[src/rtl/cache_arbiter_pkg.sv]
// rtl/cache_arbiter_pkg.sv - shared types and owner-selection helper for cache_arbiter
package cache_arbiter_pkg;

    typedef enum logic [1:0] {
        Idle,
        Lookup,
        Access,
        Hold
    } arb_state_e;

    typedef enum logic {
        Instr,
        Data
    } requester_e;

    // Wide enough for any sensible data-streak limit
    localparam int STREAK_W = 8;

    // Choose the next owner; only meaningful when at least one request is present
    function automatic requester_e pick_owner(
        input logic                i_req,
        input logic                d_req,
        input requester_e          last_grant,
        input logic [STREAK_W-1:0] streak,
        input logic                data_priority,
        input logic [STREAK_W-1:0] max_data_streak
    );
        requester_e owner;
        if (i_req && d_req) begin
            if (data_priority) begin
                // Data normally wins, but yield once the streak limit is reached so fetch cannot starve
                owner = (streak >= max_data_streak) ? Instr : Data;
            end else begin
                owner = (last_grant == Instr) ? Data : Instr;
            end
        end else if (d_req) begin
            owner = Data;
        end else begin
            owner = Instr;
        end
        return owner;
    endfunction

endpackage

[src/rtl/cache_arbiter.sv]
// rtl/cache_arbiter.sv - fetch/load-store arbiter in front of the single-port unified cache
module cache_arbiter
    import cache_arbiter_pkg::*;
#(
    parameter int DataPriority  = 1,
    parameter int MaxDataStreak = 4,
    parameter int TimeoutCycles = 4096
) (
    input  logic        clk,
    input  logic        rst_n,
    input  logic        i_req,
    input  logic [31:0] i_addr,
    output logic        i_ack,
    output logic [31:0] i_rdata,
    input  logic        d_req,
    input  logic [31:0] d_addr,
    input  logic [31:0] d_wdata,
    input  logic [3:0]  d_wstrb,
    output logic        d_ack,
    output logic [31:0] d_rdata,
    output logic        c_enable,
    output logic [31:0] c_address,
    output logic [31:0] c_data_in,
    output logic [3:0]  c_write_enable,
    input  logic [31:0] c_data_out,
    input  logic        c_data_out_ready,
    input  logic        c_busy,
    output logic        err
);

    localparam int                  TW         = $clog2(TimeoutCycles + 1);
    localparam logic [TW-1:0]       TMO_MAX    = TW'(TimeoutCycles);
    localparam logic [STREAK_W-1:0] MAX_STREAK = STREAK_W'(MaxDataStreak);
    localparam logic                DATA_PRIO  = (DataPriority != 0);

    arb_state_e          state, state_next;
    requester_e          owner_q, last_grant_q, owner_pick;
    logic                grant;
    logic [31:0]         addr_q, wdata_q;
    logic [3:0]          wstrb_q;
    logic [31:0]         i_rdata_q, d_rdata_q;
    logic                err_q;
    logic [STREAK_W-1:0] streak_q;
    logic [TW-1:0]       tmo_q, tmo_d;
    logic                in_cycle;

    // Cache-facing signals decode straight from state and latched request fields
    assign in_cycle       = (state == Lookup) || (state == Access);
    assign c_enable       = in_cycle;
    assign c_write_enable = in_cycle ? wstrb_q : 4'b0000;
    assign c_address      = addr_q;
    assign c_data_in      = wdata_q;
    assign i_ack          = (state == Hold) && (owner_q == Instr);
    assign d_ack          = (state == Hold) && (owner_q == Data);
    assign i_rdata        = i_rdata_q;
    assign d_rdata        = d_rdata_q;
    assign err            = err_q;

    // State register
    always_ff @(posedge clk) begin
        if (!rst_n) begin
            state <= Idle;
        end else begin
            state <= state_next;
        end
    end

    // Next-state logic and owner selection; requests are only looked at in Idle
    always_comb begin
        state_next = state;
        grant      = 1'b0;
        owner_pick = pick_owner(i_req, d_req, last_grant_q, streak_q, DATA_PRIO, MAX_STREAK);
        case (state)
            Idle: begin
                if (i_req || d_req) begin
                    grant      = 1'b1;
                    state_next = Lookup;
                end
            end
            Lookup:  state_next = Access;
            Access:  if (!c_busy) state_next = Hold;
            Hold:    state_next = Idle;
            default: state_next = Idle;
        endcase
    end

    // Timeout counter holds the number of Access cycles entered so far, saturating
    always_comb begin
        tmo_d = tmo_q;
        if (state == Lookup) begin
            tmo_d = TW'(1);
        end else if ((state == Access) && c_busy && (tmo_q != TMO_MAX)) begin
            tmo_d = tmo_q + 1'b1;
        end else if (state == Hold) begin
            tmo_d = '0;
        end
    end

    // Request latching, streak tracking, read-data capture and sticky error
    always_ff @(posedge clk) begin
        if (!rst_n) begin
            owner_q      <= Instr;
            last_grant_q <= Instr;
            addr_q       <= '0;
            wdata_q      <= '0;
            wstrb_q      <= '0;
            i_rdata_q    <= '0;
            d_rdata_q    <= '0;
            err_q        <= 1'b0;
            streak_q     <= '0;
            tmo_q        <= '0;
        end else begin
            tmo_q <= tmo_d;
            if (grant) begin
                owner_q      <= owner_pick;
                last_grant_q <= owner_pick;
                if (owner_pick == Data) begin
                    addr_q  <= d_addr;
                    wdata_q <= d_wdata;
                    wstrb_q <= d_wstrb;
                    // Streak only grows while fetch is actually waiting
                    if (i_req) begin
                        streak_q <= (streak_q == MAX_STREAK) ? streak_q : streak_q + 1'b1;
                    end else begin
                        streak_q <= '0;
                    end
                end else begin
                    addr_q   <= i_addr;
                    wdata_q  <= '0;
                    wstrb_q  <= 4'b0000;
                    streak_q <= '0;
                end
            end
            if (in_cycle && (tmo_d == TMO_MAX)) begin
                err_q <= 1'b1;
            end
            // Reads complete on the edge that leaves Access; stores leave rdata untouched
            if ((state == Access) && !c_busy && (wstrb_q == 4'b0000)) begin
                if (!c_data_out_ready) begin
                    err_q <= 1'b1;
                end
                if (owner_q == Instr) begin
                    i_rdata_q <= c_data_out;
                end else begin
                    d_rdata_q <= c_data_out;
                end
            end
        end
    end

endmodule

[config.mk]
export PLATFORM = sky130hd
export DESIGN_NAME = cache_arbiter
export DESIGN_NICKNAME = d
export VERILOG_FILES = /design/src/rtl/cache_arbiter_pkg.sv /design/src/rtl/cache_arbiter.sv
export SDC_FILE = /design/constraint.sdc
export NUM_CORES = 1
export LEC_CHECK = 0
export CAP_MARGIN = 0
export CORE_UTILIZATION = 46
export DETAILED_ROUTE_END_ITERATION = 8
export PLACE_DENSITY = 0.85
export RECOVER_POWER = 25
export SYNTH_ARGS = -nofsm -noshare
export SYNTH_HDL_FRONTEND = slang
export SYNTH_SLANG_ARGS = --single-unit
[constraint.sdc]
create_clock -name clk -period 3.7 [get_ports clk]
set_input_delay 0.74 -clock clk [delete_from_list [all_inputs] [get_ports clk]]
set_output_delay 0.74 -clock clk [all_outputs]
set_load 0.01 [all_outputs]
==> flow_metrics.env, run 1 <==
export IMPL_ant_nets=0
export IMPL_drc_errors=0
export IMPL_comb_power_share=0.305
export IMPL_met3_usage=0.08694
export IMPL_crit_path_start="c_busy"
export IMPL_route_vias_total=6133
export IMPL_syn_area_um2=6556
export IMPL_grt_overflow_total=0
export IMPL_finalCritPeriodShare=0.8193
export IMPL_cts_resized_gates=0
export IMPL_clkPwrFrac=0.305
export IMPL_yosysTopAreaCellShare=0.4794
export IMPL_maxSlewHeadroom=-0.07514
export IMPL_cts_made_buffers=17
export IMPL_setup_ws_ns=0.6686
export IMPL_final_fill_count=1079
export IMPL_yosysSeqAreaShare=0.4794
export IMPL_status="finished, violations left"
export IMPL_switchingPower_w=0.001675
export IMPL_critPathRequiredTime_ns=4.03
export IMPL_endpoint_kind="flop"
export IMPL_r2r_start="state[0]"
export IMPL_use_met1=0.2784
export IMPL_grt_setup_unrepaired="false"
export IMPL_grt_first_pass_wirelength_mm=29.17
export IMPL_dr_pass1_iters=5
export IMPL_ios=274
export IMPL_worst_pin_slew_ns=1.613
export IMPL_syn2layout_area_growth_pct=51.30
export IMPL_antenna_found_initial=1
export IMPL_fmax_ghz=0.3299
export IMPL_die_w_um=121.4
export IMPL_async_flop_share=0
export IMPL_netlist_top_cells_count="166 x nand2_1, 157 x dfxtp_1, 65 x a21boi_0"
export IMPL_dieArea_um2=14730
export IMPL_cts_max_level=4
export IMPL_p_int_w=0.003621
export IMPL_synth_nets=867
export IMPL_synth_edff_count=0
export IMPL_yosys_cell_types_count=49
export IMPL_avgSynthCellArea_um2=9.106
export IMPL_synthTopCellsByArea="dfxtp_1 48%, nand2_1 9.5%, a21boi_0 7.4%, mux2i_1 5.3%, o211a_1 4.9%"
export IMPL_violations="capacitance limit, slew limit"
export IMPL_busiest_layer="met2"
export IMPL_grt_use_met2=0.4414
export IMPL_cts_max_path_buffers=2
export IMPL_wl_per_cell_um=16.11
export IMPL_drt_iter0_markers=393
export IMPL_rows=43
export IMPL_clockRootBuffer="clkbuf_16"
export IMPL_hold_slack_ns=0.4598
export IMPL_initial_core_util=0.4723
export IMPL_final_max_slew_violation_count=33
export IMPL_swShare=0.3162
export IMPL_power_frac_seq=0.390
export IMPL_powerDensity_nw_per_um2=533.9
export IMPL_drive_above_1_share=0.05375
export IMPL_critical_path_class="primary input to flop"
export IMPL_grtUsageTotal=0.2545
export IMPL_cts_tree="done"
export IMPL_diodes=0
export IMPL_syn_inst=720
export IMPL_min_period_ns=3.031
export IMPL_drt_total_wl_mm=18.78
export IMPL_postPlaceCellArea_um2=9385
export IMPL_core_um2=13880
export IMPL_grt_max_degree=81
export IMPL_io_buffer_count=273
export IMPL_start_kind="primary input"
export IMPL_synth_warnings=0
export IMPL_power_leakage_nw=4.040
export IMPL_synth_largest_area_cell="dfxtp_1"
export IMPL_multi_input_area_um2=3156
export IMPL_clk_pin_slew_worst_paths_ns=0.06
export IMPL_hp_class="flop to flop"
export IMPL_ys_ff_latch=157
export IMPL_fin_area_um2=9920
export IMPL_hp_start="i_rdata[31]"
export IMPL_grt_pass1_vias=5958
export IMPL_yosysMostFrequentCell="nand2_1"
export IMPL_critPathArrivalTime_ns=3.36
export IMPL_synth_flop_cell="dfxtp_1"
export IMPL_setup_viol=0
export IMPL_cts_hold_buffers=0
export IMPL_via_per_inst=5.260
export IMPL_fin_tns_setup_ns=0
export IMPL_nets=1120
export IMPL_finalHoldViolCount=0
export IMPL_pre_cts_ws_ns=1.013
export IMPL_die_y_um=121.4
export IMPL_ir_drop_v=0.0004124
export IMPL_hpwl_mm=13.53
export IMPL_drv_cap=1
export IMPL_cp_max_fo=32
export IMPL_fin_skew_ns=0.009467
export IMPL_cts_setup_buffers=0
export IMPL_clk_latency_ns=0.42
export IMPL_clock_sinks=157
export IMPL_seq_area_um2=3143
export IMPL_gp_congestion=0.9008
-- metal layers --
layer / share of wire / vias up / wire (µm)
met5: 0.00053 / - / 10
met4: 0.030 / 2 / 569
met3: 0.088 / 41 / 1654
met2: 0.49 / 251 / 9129
met1: 0.39 / 2853 / 7416
li1: - / 2986 / -
-- stage by stage --
| stage | std cells | power (W) | util |
|---|---|---|---|
| floorplan | 720 | 0.002929 | - |
| global placement | 1134 | 0.003721 | 0.6761 |
| detailed placement | 1134 | 0.003749 | 0.6761 |
| CTS | 1166 | 0.005370 | 0.7157 |
| global route | 1166 | 0.005559 | 0.7146 |
| finish | 1166 | 0.005296 | 0.7146 |
-- sequential cells by signal (all words and copies together), names as in the netlist --
signal / flops
c_address: 32
i_rdata: 32
d_rdata: 32
wstrb_q: 4
streak_q: 8
c_data_in: 32
err: 1
owner_q: 1
tmo_q: 13
state: 2
-- power by group through the flow --
stage / clock network [W] / registers (W) / logic, W
after floorplan: 0 / 0.00218 / 0.000744
after global placement: 0 / 0.00209 / 0.00163
after detailed placement: 0 / 0.00210 / 0.00165
after CTS: 0.00165 / 0.00207 / 0.00166
after global routing: 0.00171 / 0.00209 / 0.00175
final: 0.00162 / 0.00206 / 0.00161
-- layout make-up --
cell class / count / share of cell area
clock inverter: 13 / 0.01072
sequential: 157 / 0.3169
tap: 180 / 0.02270
timing repair buffer: 284 / 0.2828
inverter: 11 / 0.004162
clock buffer: 19 / 0.04465
multi-input combinational: 502 / 0.3181
-- logic make-up after synthesis --
| logic type | synth area share |
|---|---|
| buf+inv | 0.04008 |
| mux | 0.05515 |
| fa+ha+maj | 0.01718 |
| flops | 0.4794 |
| compound gates | 0.2013 |
| simple gates | 0.1935 |
| xor+xnor | 0.01336 |
-- placed cells by master, fill, tap and decap left out, drive strengths merged, types with 6 or more instances in the layout --
cell type and instances:
clkbuf 21, xnor2 7, dlygate4sd3 58, a22oi 38
nor2b 38, inv 16, o211a 32, and3 6
o21ai 8, a21boi 65, clkinv 6, a21oi 6
dfxtp 157, nand2 166, nor2 35, buf 10
clkdlybuf4s50 214, ha 9, mux2i 35
-- worst max-delay path: stages --
cell,delay [ns]
dlygate4sd3_1,0.59
nand3b_1,0.24
nand2b_1,0.13
clkbuf_1,1.16
nand2_1,0.18
a21boi_0,0.29
-- worst paths after layout --
check	slack, ns	cells past startpoint	end
worst min-delay path	0.46	2	i_rdata[31]
worst min register to register	0.46	2	i_rdata[31]
worst max register to register	0.86	7	i_rdata[5]
worst max-delay path	0.67	6	i_rdata[5]
No activity file was read; power rests on OpenSTA's default activity.
==> run 2, diff against run 1 <==
CORE_UTILIZATION = 39   (was 46)
PLACE_DENSITY = 0.77   (was 0.85)
clock period = 2.5 ns   (was 3.7 ns; I/O delays follow)
==> run 2 against run 1 <==
Against the previous run:
- the flow now finishes without violations
- power rose by 51%
- via count down 1.4%
- die area up 18%
- largest power group unchanged
==> flow_metrics.env, run 2 (synthesis results as in run 1) <==
export IMPL_fmax_ghz=0.4171
export IMPL_top_layer_used="met4"
export IMPL_postPlaceCellArea_um2=9535
export IMPL_crit_chain="inv_1 > ha_4 > and2_1 > clkdlybuf4s50_1"
export IMPL_ir_drop_v=0.0004573
export IMPL_drt_total_wl_mm=18.18
export IMPL_drive_above_1_share=0.06458
export IMPL_critical_path_class="flop to output port"
export IMPL_ios=274
export IMPL_setup_viol=0
export IMPL_finalHoldViolCount=0
export IMPL_r2r_slack_ns=0.24
export IMPL_fin_area_um2=10120
export IMPL_drt_iter0_markers=279
export IMPL_grt_setup_unrepaired="false"
export IMPL_endpoint_kind="output port"
export IMPL_route_vias_total=6049
export IMPL_cp_top_family="buffers and inverters"
export IMPL_cp_max_fo=7
export IMPL_hpwl_mm=12.81
export IMPL_die_y_um=131.7
export IMPL_rows=47
export IMPL_met2WireLength_mm=8.474
export IMPL_most_common_layout_cells="203 x clkdlybuf4s50_1, 165 x nand2_1, 156 x dfxtp_1"
export IMPL_hp_class="primary input to flop"
export IMPL_worst_pin_slew_ns=0.6357
export IMPL_clk_latency_ns=0.42
export IMPL_pre_cts_ws_ns=0.1631
export IMPL_core_um2=16520
export IMPL_seq_area_um2=3144
export IMPL_cts_max_level=4
export IMPL_cts_made_buffers=17
export IMPL_powerDensity_nw_per_um2=790.2
export IMPL_clockRootBuffer="clkbuf_16"
export IMPL_dr_wl_met3_mm=1.660
export IMPL_initial_core_util=0.3968
export IMPL_power_total_w=0.007997
export IMPL_maxSlewHeadroom=0.5762
export IMPL_multi_input_area_um2=3178
export IMPL_critPathMaxStageDelay_ns=0.55
export IMPL_critPathRequiredTime_ns=2.00
export IMPL_critPathArrivalTime_ns=1.90
export IMPL_wl_per_cell_um=15.01
export IMPL_power_leakage_nw=4.147
export IMPL_fin_skew_ns=0.01494
export IMPL_utilization=0.6125
export IMPL_cts_setup_buffers=0
export IMPL_min_period_ns=2.398
export IMPL_cts_tree="done"
export IMPL_final_max_slew_violation_count=0
export IMPL_nets=1125
export IMPL_grt_max_degree=140
export IMPL_status="completed"
export IMPL_syn2layout_area_growth_pct=54.37
export IMPL_die_w_um=131.7
export IMPL_antenna_found_initial=0
export IMPL_clk_pin_slew_worst_paths_ns=0.06
export IMPL_setup_ws_ns=0.1023
export IMPL_fin_tns_setup_ns=0
export IMPL_drc_errors=0
export IMPL_finalCritPeriodShare=0.9591
export IMPL_cp_num_buf_inv=2
export IMPL_ant_nets=0
export IMPL_grt_overflow_total=0
export IMPL_dr_pass1_iters=5
export IMPL_slowest_stage="clkdlybuf4s50_1"
export IMPL_gp_congestion=0.8781
export IMPL_diodes=0
export IMPL_clock_sinks=157
export IMPL_drv_cap=0
export IMPL_grtUsageTotal=0.2139
export IMPL_wirelength_met1_mm=7.661
export IMPL_io_buffer_count=273
export IMPL_grt_first_pass_wirelength_mm=29.58
export IMPL_start_kind="flop"
export IMPL_cts_max_path_buffers=2
export IMPL_via_per_inst=4.995
export IMPL_layout_commonest_cell="clkdlybuf4s50_1"
export IMPL_final_fill_count=1440
export IMPL_dieArea_um2=17330
export IMPL_grt_pass1_vias=5861
## run 2: changes by cell type in the layout (fill, tap and decap cells not counted), sizes merged
cell	before	now
clkdlybuf4s50	214	203
clkinvlp	2	1
buf	10	17
dlygate4sd3	58	69
inv	16	14
bufinv	0	1
## run 2: where the power goes
part           internal (W)  switching [W]
Clock               0.00144        0.00104
Combinational       0.00125        0.00121
Sequential          0.00286       0.000196
Total               0.00554        0.00245
## run 2: final timing paths
kind,to,cells past startpoint,startpoint
worst max-delay path,c_write_enable[1],4,state[0]
worst min-delay path,tmo_q[11],3,rst_n
worst max register to register,err,7,tmo_q[0]
worst min register to register,i_rdata[29],2,i_rdata[29]
## run 2: final cells by class
class	instances	share of cell area
Clock inverter	11	0.01076
Sequential cell	157	0.3107
Multi-Input combinational cell	502	0.3140
Timing Repair Buffer	289	0.2878
Tap cell	220	0.02720
Clock buffer	21	0.04549
Inverter	11	0.004080
## run 2: per-stage QoR
stage	hold slack, ns	instances
floorplan	0.4446	720
global placement	0.4493	1179
detailed placement	0.4559	1179
CTS	0.4259	1211
global route	0.4748	1211
finish	0.4403	1211
## run 2: worst min-delay path: cells and delay by family
kind	cells	cell delay, ns
simple gates	2	0.22
buf+inv	1	0.10
## run 2: repair_timing
action                                 in CTS  in global routing
resized for setup                           2                  2
setup endpoints to repair                   4                  3
endpoints found under the hold margin       0                  0
hold buffers                                0                  0
## run 2: layer usage
metal	track usage	up-vias
li1	-	2995
met1	0.2487	2782
met2	0.3583	242
met3	0.07292	30
met4	0.08721	0
met5	0	-
==> run 3, diff against run 2 <==
REMOVE_ABC_BUFFERS = 1   (was default)
==> run 3 against run 2 <==
Against the previous run:
- hold slack improved by 0.018 ns
- sequential power about the same
- non-clock buffer count decreased by 2
- cell count decreased by 0.25%
- first-iteration DRC count increased by 11%
- setup slack improved by 0.011 ns
- clock skew decreased by 0.0077 ns
- die area unchanged
- global-route usage decreased by 1.2 points
- combinational power about the same
- via count decreased by 1.3%
- critical endpoint unchanged
==> flow_metrics.env, run 3 (synthesis results as in run 1) <==
export IMPL_status="completed"
export IMPL_finalCritPeriodShare=0.9547
export IMPL_antenna_found_initial=0
export IMPL_grt_setup_unrepaired="false"
export IMPL_drive_above_1_share=0.05972
export IMPL_clkPwrFrac=0.320
export IMPL_worst_pin_slew_ns=0.7682
export IMPL_grt_first_pass_wirelength_mm=28.21
export IMPL_cts_tree="done"
export IMPL_most_common_layout_cells="222 x clkdlybuf4s50_1, 165 x nand2_1, 157 x dfxtp_1"
export IMPL_grtUsageTotal=0.2021
export IMPL_endpoint_kind="output port"
export IMPL_drc_errors=0
export IMPL_critical_path_class="flop to output port"
export IMPL_die_y_um=131.7
export IMPL_power_leakage_nw=4.086
export IMPL_top_layer_used="met4"
export IMPL_grt_overflow_total=0
export IMPL_syn2layout_area_growth_pct=54.10
export IMPL_diodes=0
export IMPL_fin_area_um2=10100
export IMPL_switchingPower_w=0.002434
export IMPL_die_w_um=131.7
export IMPL_swShare=0.3012
export IMPL_power_total_w=0.008081
export IMPL_fin_tns_setup_ns=0
export IMPL_postPlaceCellArea_um2=9520
export IMPL_pre_cts_ws_ns=0.1482
export IMPL_placed_cells=1177
export IMPL_hpwl_mm=12.21
export IMPL_ios=274
export IMPL_clockRootBuffer="clkbuf_16"
export IMPL_gp_congestion=0.8175
export IMPL_cts_resized_gates=0
export IMPL_layout_commonest_cell="clkdlybuf4s50_1"
export IMPL_final_max_slew_violation_count=0
export IMPL_via_per_inst=4.941
export IMPL_cts_max_level=4
export IMPL_wl_per_cell_um=14.57
export IMPL_wirelength_met1_mm=7.776
export IMPL_min_period_ns=2.387
export IMPL_drt_total_wl_mm=17.61
export IMPL_grt_pass1_vias=5686
export IMPL_initial_core_util=0.3968
export IMPL_cp_max_fo=7
export IMPL_rows=47
export IMPL_comb_power_share=0.301
export IMPL_critPathRequiredTime_ns=2.00
export IMPL_stdcell_count=1208
export IMPL_fin_skew_ns=0.007229
export IMPL_met2WireLength_mm=8.292
export IMPL_grt_max_degree=82
export IMPL_cts_max_path_buffers=2
export IMPL_critPathArrivalTime_ns=1.89
export IMPL_start_kind="flop"
export IMPL_maxSlewHeadroom=0.4878
export IMPL_p_int_w=0.005647
export IMPL_fmax_ghz=0.4190
export IMPL_finalHoldViolCount=0
export IMPL_powerDensity_nw_per_um2=799.9
export IMPL_cts_made_buffers=17
export IMPL_core_um2=16520
export IMPL_drt_iter0_markers=311
export IMPL_dr_wl_met3_mm=1.248
export IMPL_dieArea_um2=17330
export IMPL_cts_hold_buffers=0
export IMPL_power_frac_seq=0.378
export IMPL_clk_pin_slew_worst_paths_ns=0.06
export IMPL_setup_viol=0
export IMPL_nets=1123
export IMPL_clk_latency_ns=0.41
export IMPL_io_buffer_count=273
export IMPL_dr_pass1_iters=5
export IMPL_cts_setup_buffers=0
export IMPL_clock_sinks=157
export IMPL_hp_class="flop to flop"
export IMPL_route_vias_total=5969
export IMPL_drv_cap=0
export IMPL_ir_drop_v=0.0005205
export IMPL_ant_nets=0
export IMPL_setup_ws_ns=0.1133
-- run 3: cell count changes in the layout (fill, tap and decap cells not counted), sizes merged --
cell and delta:
inv +1, buf -3, clkinvlp +2, dlygate4sd3 -19
bufinv +1, clkinv -4, clkdlybuf4s50 +19
-- run 3: worst max-delay path, cell delays in order (launching register included) --
cell and delay [ns]:
dfxtp_1 0.38, inv_1 0.12, ha_4 0.31, and2_1 0.13, clkdlybuf4s50_1 0.54
-- run 3: through the flow --
step | util | hold WS [ns]
finish | 0.6114 | 0.4584
global route | 0.6114 | 0.4834
CTS | 0.6119 | 0.4666
detailed placement | 0.5761 | 0.4571
global placement | 0.5761 | 0.4496
floorplan | - | 0.4446
-- run 3: routing by layer --
metal | vias up | GRT usage
met5 | - | 0
met4 | 0 | 0.07041
met3 | 19 | 0.06211
met2 | 212 | 0.3374
met1 | 2751 | 0.2446
li1 | 2987 | -
-- run 3: cell type report --
cell class              count  area [µm²]
clock buffers              20       456.7
inverters                  11       41.29
repair buffers            287        2883
multi-input cells         502        3171
well taps                 220       275.3
flip-flops and latches    157        3143
fillers                  1415        6421
clock inverters            11       133.9
-- run 3: power groups by stage --
stage	clock [W]	combinational (W)	sequential [W]
CTS	0.00265	0.00248	0.00306
global route	0.00276	0.00266	0.00310
floorplan	0	0.00100	0.00323
global placement	0	0.00245	0.00310
finish	0.00259	0.00244	0.00306
detailed placement	0	0.00246	0.00311
-- run 3: final timing paths --
| path | start | depth (start not counted) | slack [ns] | endpoint |
|---|---|---|---|---|
| worst min register to register | i_rdata[2] | 2 | 0.46 | i_rdata[2] |
| worst min-delay path | i_rdata[2] | 2 | 0.46 | i_rdata[2] |
| worst max register to register | streak_q[3] | 6 | 0.33 | c_data_in[16] |
| worst max-delay path | state[1] | 4 | 0.11 | c_write_enable[1] |
